## src/rtl/memory_port_arbiter.sv

```systemverilog
`default_nettype none
// ============================================================================
// memory_port_arbiter: shares one memory bus between fetch and data requesters
// Revision: 1.0
// ============================================================================
module memory_port_arbiter #(
  parameter int STARVE_LIMIT = 4
) (
  input  logic        clock,
  input  logic        reset,
  input  logic        fetchRequest,
  input  logic [31:0] fetchAddress,
  input  logic        fetchFlush,
  output logic        fetchGrant,
  output logic        fetchResponseValid,
  output logic [31:0] fetchResponseData,
  input  logic        memoryRequest,
  input  logic [31:0] memoryAddress,
  input  logic        memoryWriteEnable,
  input  logic [1:0]  memoryWidth,
  input  logic [31:0] memoryWriteData,
  output logic        memoryGrant,
  output logic        memoryResponseValid,
  output logic [31:0] memoryResponseData,
  output logic        busRequestValid,
  input  logic        busRequestReady,
  output logic [31:0] busAddress,
  output logic        busWriteEnable,
  output logic [3:0]  busByteEnable,
  output logic [31:0] busWriteData,
  input  logic        busResponseValid,
  input  logic [31:0] busResponseData
);

  localparam int COUNT_WIDTH = $clog2(STARVE_LIMIT + 1);
  localparam logic [COUNT_WIDTH-1:0] STARVE_MAX = COUNT_WIDTH'(STARVE_LIMIT);

  localparam logic [1:0] STATE_IDLE    = 2'd0;
  localparam logic [1:0] STATE_REQUEST = 2'd1;
  localparam logic [1:0] STATE_WAIT    = 2'd2;

  logic [1:0]             rState;
  logic                   rOwnerFetch;
  logic                   rDropFetch;
  logic [COUNT_WIDTH-1:0] rStarveCount;

  logic        wStarved;
  logic        wPickFetch;
  logic        wResponse;
  logic [1:0]  wLane;
  logic [3:0]  wDataEnable;
  logic [31:0] wDataWrite;

  assign wStarved   = (rStarveCount == STARVE_MAX);
  assign wPickFetch = fetchRequest && (!memoryRequest || wStarved);
  assign wLane      = memoryAddress[1:0];

  // Store data is replicated across all lanes so the enables alone pick the bytes.
  always_comb begin
    wDataEnable = 4'b1111;
    wDataWrite  = memoryWriteData;
    case (memoryWidth)
      2'b00: begin
        wDataEnable = 4'b0001 << wLane;
        wDataWrite  = {4{memoryWriteData[7:0]}};
      end
      2'b01: begin
        wDataEnable = 4'b0011 << {wLane[1], 1'b0};
        wDataWrite  = {2{memoryWriteData[15:0]}};
      end
      default: ;
    endcase
  end

  assign wResponse           = (rState == STATE_WAIT) && busResponseValid;
  assign fetchResponseValid  = wResponse && rOwnerFetch && !rDropFetch && !fetchFlush;
  assign fetchResponseData   = fetchResponseValid ? busResponseData : 32'd0;
  assign memoryResponseValid = wResponse && !rOwnerFetch;
  assign memoryResponseData  = memoryResponseValid ? busResponseData : 32'd0;

  always_ff @(posedge clock or posedge reset) begin
    if (reset) begin
      rState          <= STATE_IDLE;
      rOwnerFetch     <= 1'b0;
      rDropFetch      <= 1'b0;
      rStarveCount    <= '0;
      fetchGrant      <= 1'b0;
      memoryGrant     <= 1'b0;
      busRequestValid <= 1'b0;
      busAddress      <= 32'd0;
      busWriteEnable  <= 1'b0;
      busByteEnable   <= 4'd0;
      busWriteData    <= 32'd0;
    end else begin
      fetchGrant  <= 1'b0;
      memoryGrant <= 1'b0;
      case (rState)
        STATE_IDLE: begin
          if (fetchRequest || memoryRequest) begin
            rState          <= STATE_REQUEST;
            busRequestValid <= 1'b1;
            rOwnerFetch     <= wPickFetch;
            fetchGrant      <= wPickFetch;
            memoryGrant     <= !wPickFetch;
            if (wPickFetch) begin
              busAddress     <= fetchAddress & 32'hFFFF_FFFC;
              busWriteEnable <= 1'b0;
              busByteEnable  <= 4'b1111;
              busWriteData   <= 32'd0;
              rStarveCount   <= '0;
            end else begin
              busAddress     <= memoryAddress & 32'hFFFF_FFFC;
              busWriteEnable <= memoryWriteEnable;
              busByteEnable  <= wDataEnable;
              busWriteData   <= wDataWrite;
              if (!fetchRequest) begin
                rStarveCount <= '0;
              end else if (!wStarved) begin
                rStarveCount <= rStarveCount + 1'b1;
              end
            end
          end
        end
        STATE_REQUEST: begin
          if (rOwnerFetch && fetchFlush) begin
            rDropFetch <= 1'b1;
          end
          if (busRequestReady) begin
            rState          <= STATE_WAIT;
            busRequestValid <= 1'b0;
          end
        end
        STATE_WAIT: begin
          if (busResponseValid) begin
            rState     <= STATE_IDLE;
            rDropFetch <= 1'b0;
          end else if (rOwnerFetch && fetchFlush) begin
            rDropFetch <= 1'b1;
          end
        end
        default: rState <= STATE_IDLE;
      endcase
    end
  end

endmodule
`default_nettype wire

```

## config.mk

```make
export PLATFORM = sky130hd
export DESIGN_NAME = memory_port_arbiter
export DESIGN_NICKNAME = d
export VERILOG_FILES = /design/src/rtl/memory_port_arbiter.sv
export SDC_FILE = /design/constraint.sdc
export NUM_CORES = 1
export LEC_CHECK = 0
export ABC_AREA = 1
export CAP_MARGIN = 20
export CORE_AREA = 2 2 107 109
export DETAILED_ROUTE_END_ITERATION = 7
export DIE_AREA = 0 0 109 111
export PLACE_DENSITY = 0.91
export SYNTH_ARGS = -nofsm -noshare
export SYNTH_HDL_FRONTEND = slang
export SYNTH_SLANG_ARGS = --single-unit
```

## constraint.sdc

```tcl
create_clock -name clock -period 6.04 [get_ports clock]
set_input_delay 1.51 -clock clock [delete_from_list [all_inputs] [get_ports clock]]
set_output_delay 1.51 -clock clock [all_outputs]
set_load 0.05 [all_outputs]
```

* Word level (Yosys, flattened, before mapping)
Index checks and enable logic that the tools add are counted.
** Storage, ports and cells
- Register bits :: 79
- Latch bits :: 0
- Memory bits (writable) :: 0
- ROM bits :: 0
- Word-level logic and storage cells :: 69
- Memories :: 0
** Operators by class
- Add/sub/neg operators :: 1
- Multiply operators :: 0
- Divide/modulo/power cells :: 0
- Magnitude comparators :: 0
- Equal/unequal tests :: 8
- Shift-type cells :: 2
- Mux-type cells :: 25
- Bitwise operators :: 0
- Reduce and logical (&&, ||, !) cells :: 22
** Operator list (number)
- two-way mux 32 bit :: 4
- one-hot mux 32 bit (2 select lines) :: 1
- two-way mux 1 bit :: 9
- two-way mux 3 bit :: 3
- AND reduction 3 bit :: 3
- one-hot mux 4 bit (2 select lines) :: 1
- logical AND 1 bit :: 7
- two-way mux 2 bit :: 3
- != test 2 bit (second input constant) :: 3
- one-hot mux 2 bit (3 select lines) :: 1
- zero test 1 bit :: 5
- equality test 2 x 1 -> 1 bit (second input constant) :: 2
- zero test 2 bit :: 2
- two-way mux 4 bit :: 1
- one-hot mux 1 bit (2 select lines) :: 2
- nonzero test 2 bit :: 2
- << shifter 1 x 2 -> 4 bit (first input constant) :: 1
- << shifter 2 x 2 -> 4 bit (first input constant) :: 1
- adder 3 x 1 -> 3 bit (second input constant) :: 1
- equality test 3 bit (second input constant) :: 1
- != test 3 x 2 -> 1 bit (second input constant) :: 1
- equality test 2 bit (second input constant) :: 1
- logical OR 1 bit :: 2
- AND reduction 2 bit :: 1

* Longest topological paths before layout
- Word-level depth :: 6
- Gate-level depth with buffers :: 10
- Mapped depth without buffers :: 9

* Worst setup path after synthesis
Ideal clock, no wire load.
- Path kind :: input port to output port
- From :: in busResponseValid
- To :: out memoryResponseData[10]
- Data arrival time :: 3.353 ns
- Setup slack :: 1.177 ns
- Stages on the path :: 5
- Cell sequence :: nand2_1 -> nor2_1 -> inv_1 -> clkbuf_1 -> nor2_1
** Between the ends
- Longest elaborated chain between the ends :: 3
** Ends and longest elaborated chain
- from (decl) :: RTL line 31 : input logic busResponseValid,
- logical AND 1 bit :: RTL line 75 : assign wResponse = (rState == STATE_WAIT) && busResponseValid;
- logical AND 1 bit :: RTL line 78 : assign memoryResponseValid = wResponse && !rOwnerFetch;
- named net memoryResponseValid :: RTL line 23 : output logic memoryResponseValid,
- two-way mux 32 bit :: RTL line 79 : assign memoryResponseData = memoryResponseValid ? busResponseData : 32'd0;
- to (decl) :: RTL line 24 : output logic [31:0] memoryResponseData,
The timed path passes the listed nets, and every way through them passes these cells.

* Worst setup path in the final report
- From :: in busResponseValid
- To :: out memoryResponseData[31]
** Between the ends
- Longest elaborated chain between the ends :: 3
** Ends and longest elaborated chain (RTL line)
- logical AND 1 bit :: 75
- logical AND 1 bit :: 78
- two-way mux 32 bit :: 79
Every way passes these cells.

==> metrics.cfg <==
[finish]
area_growth_syn_to_layout_pct = 70.39
multi_input_area_um2 = 1896
seqCellArea_um2 = 1927
final_nets = 1018
final_cells = 1022
drive_gt1_frac = 0.04209
insertedDiodeCount = 0
fillCellCount = 927

[die]
io_pins = 276
std_cell_rows = 39
initial_core_util = 0.3869
core_um2 = 11080
dieWidth_um = 109
die-height_um = 111
fp.dieArea_um2 = 12100

[sta]
setup_viol = 0
fin_crit_ns = 5.212
tns_ns = 0
period_share = 0.8629
rsz0062_at_grt = no
max_slew_margin = 0.3691
fin_skew_ns = 0.004454
tightest_slew_ns = 0.9454
finalHoldViolations = 0
fmax_ghz = 0.1919
drv_slew = 0

[flow_run]
drv_cap = 0

[synth]
synth_area_leader_cell = dfrtp_1
synthDistinctLibCells = 24
synth_area_um2 = 4285
synth_edf_count = 0
yosysMostFrequentCell = nand2_1
async_reset_ff_frac = 1.000
ys.flop_type = dfrtp_1
synth_seq_cells = 77
netlist_instances = 622
ys_seq_area_frac = 0.4496
synth_top_area_share = 0.4496
avgSynthCellArea_um2 = 6.890
synth_area_leaders = dfrtp_1 (45%), nand2_1 (22%), nor2_1 (7.0%)
synthTopCellsByCount = nand2_1 (254), nor2_1 (80), dfrtp_1 (77)
synth-warning-count = 0

[worst_setup_path]
worstSetupPathType = input pin to primary output
start_kind = input pin
endpoint_kind = primary output
crit_fanout = 32
cp.arrival_ns = 3.70
worstPathRequired_ns = 4.53

[routing]
dr.pass1.iters = 4
drt-initial-drc-count = 242
routed_wl_um = 14160
antenna_left = 0
num_vias = 4761
wl_per_cell_um = 13.86
drc = 0
vias_per_cell = 4.659

[grt]
met1_usage = 0.2905
antenna_found_initial = 0
track_usage = 0.2324
grt_pass1_vias = 4551
grt_util_met2 = 0.3847
grt_pass1_wl_um = 22200
use_met3 = 0.05820
grt.overflow.total = 0
grt-busiest-layer = met2
grt_max_degree = 67

[cts]
cts.htree.levels = 3
cts_hold_buf = 0
clk_latency_ns = 0.33
ctsResizeCount = 0
clock-sinks = 77
cts.reportedPaths.clkPinSlew_ns = 0.06
cts_tree = yes
clock-root-buffer = clkbuf_16
clockBufferDepth = 2
cts_buffers = 9
post_cts_buffers = 0

[pwr]
power_leakage_nw = 3.628
pwr_density_cell_nw_per_um2 = 471.5
vdd_drop_max_mv = 0.3735

[place]
placed_cells = 1005
place_hpwl_um = 10470
io_buffers = 271
place_congestion = 0.8132

[hold_path]
hold_path_class = flop to flop

[status]
status = completed

layout by cell type (no fill, tap or decap):
cell type        synthesis  layout
clkdlybuf4s50_1          0     271
ha_1                     6       6
clkinv_2                 0       5
inv_1                   65      64
nand2_2                  2       2
nand2_4                  1       1
nor2_2                   1       1
nand3_1                 38      38
clkbuf_1                13       1
conb_1                   1       2
inv_2                    2       2
dfrtp_1                 77      77
buf_12                   0       1
bufinv_16                0       1
o21ai_0                 17      17
clkbuf_16                0       9
nor2_1                  80      80
buf_4                    5       3
clkbuf_8                 0       1
nor2_8                   1       1
or2_2                    9       9
a21oi_1                  9       9
nand2_1                254     254
a31oi_1                  1       1
nor2_4                   1       1
nand4_1                  1       1
o21ai_1                 20      20
xor2_1                   1       1
state kept, by name, summed over array words and instances, names as in the netlist:
name	cells
busByteEnable	4
busWriteData	32
memoryGrant	1
busRequestValid	1
rStarveCount	3
fetchGrant	1
rOwnerFetch	1
busWriteEnable	1
rDropFetch	1
busAddress	30
rState	2
per-layer routing:
metal,wire (um),up-vias,share of wire
li1,-,2370,-
met2,6635,196,0.47
met1,5902,2167,0.42
met4,325,0,0.023
met5,0,-,0
met3,1299,28,0.092
metrics by stage:
step / hold slack [ns] / instance area (um2) / worst slack (ns) / util / total power [mW]
floorplan: 0.4782 / 4289 / 1.177 / - / 2.227
global placement: 0.4598 / 6989 / 0.8679 / 0.6310 / 2.875
detailed placement: 0.4637 / 6989 / 0.8291 / 0.6310 / 2.912
CTS: 0.4799 / 7282 / 0.8240 / 0.6574 / 3.456
global route: 0.4884 / 7302 / 0.6552 / 0.6592 / 3.625
finish: 0.4799 / 7302 / 0.8279 / 0.6592 / 3.443
critical path: stages:
cell             delay, ns
clkdlybuf4s50_1       0.49
nand2_1               0.07
nor2_1                0.12
inv_1                 0.41
nor2_1                0.26
clkdlybuf4s50_1       0.84
power breakdown:
group	internal (mW)	total [mW]	switching (mW)	leakage, nW
combinational	0.649	2.03	1.38	2.52
sequential	0.752	0.886	0.134	0.956
clock	0.328	0.530	0.202	0.149
worst paths after layout:
kind                                                   from                      endpoint  slack (ns)  cells after the start
worst max-delay path                       busResponseValid        memoryResponseData[31]        0.83                      6
worst min-delay path             busAddress[20]$_DFFE_PP0P_    busAddress[20]$_DFFE_PP0P_        0.48                      2
worst min register to register   busAddress[20]$_DFFE_PP0P_    busAddress[20]$_DFFE_PP0P_        0.48                      2
worst max register to register  rStarveCount[0]$_DFFE_PP0P_  busByteEnable[0]$_DFFE_PP0P_        3.25                      8
max in group asynchronous                             reset  busWriteData[25]$_DFFE_PP0P_        3.52                      3
min in group asynchronous                             reset    busWriteEnable$_DFFE_PP0P_        1.56                      2
logic make-up after synthesis:
family / count (synthesis) / share of synthesized area
AO/OA/AOI/OAI: 47 / 0.05518
XOR/XNOR: 1 / 0.002044
flip-flops: 77 / 0.4496
AND/OR/NAND/NOR: 388 / 0.3658
buffers and inverters: 102 / 0.1089
other: 1 / 0.0008751
adder cells (fa/ha/maj): 6 / 0.01752
cell type report:
type                            instances  share of cell area
Timing Repair Buffer                  275              0.3773
Sequential cell                        77              0.2639
Multi-Input combinational cell        444              0.2596
Inverter                               67             0.03461
Clock buffer                           11             0.03324
Tap cell                              143             0.02450
Clock inverter                          5            0.006854
No activity file was read; power rests on OpenSTA's default activity.
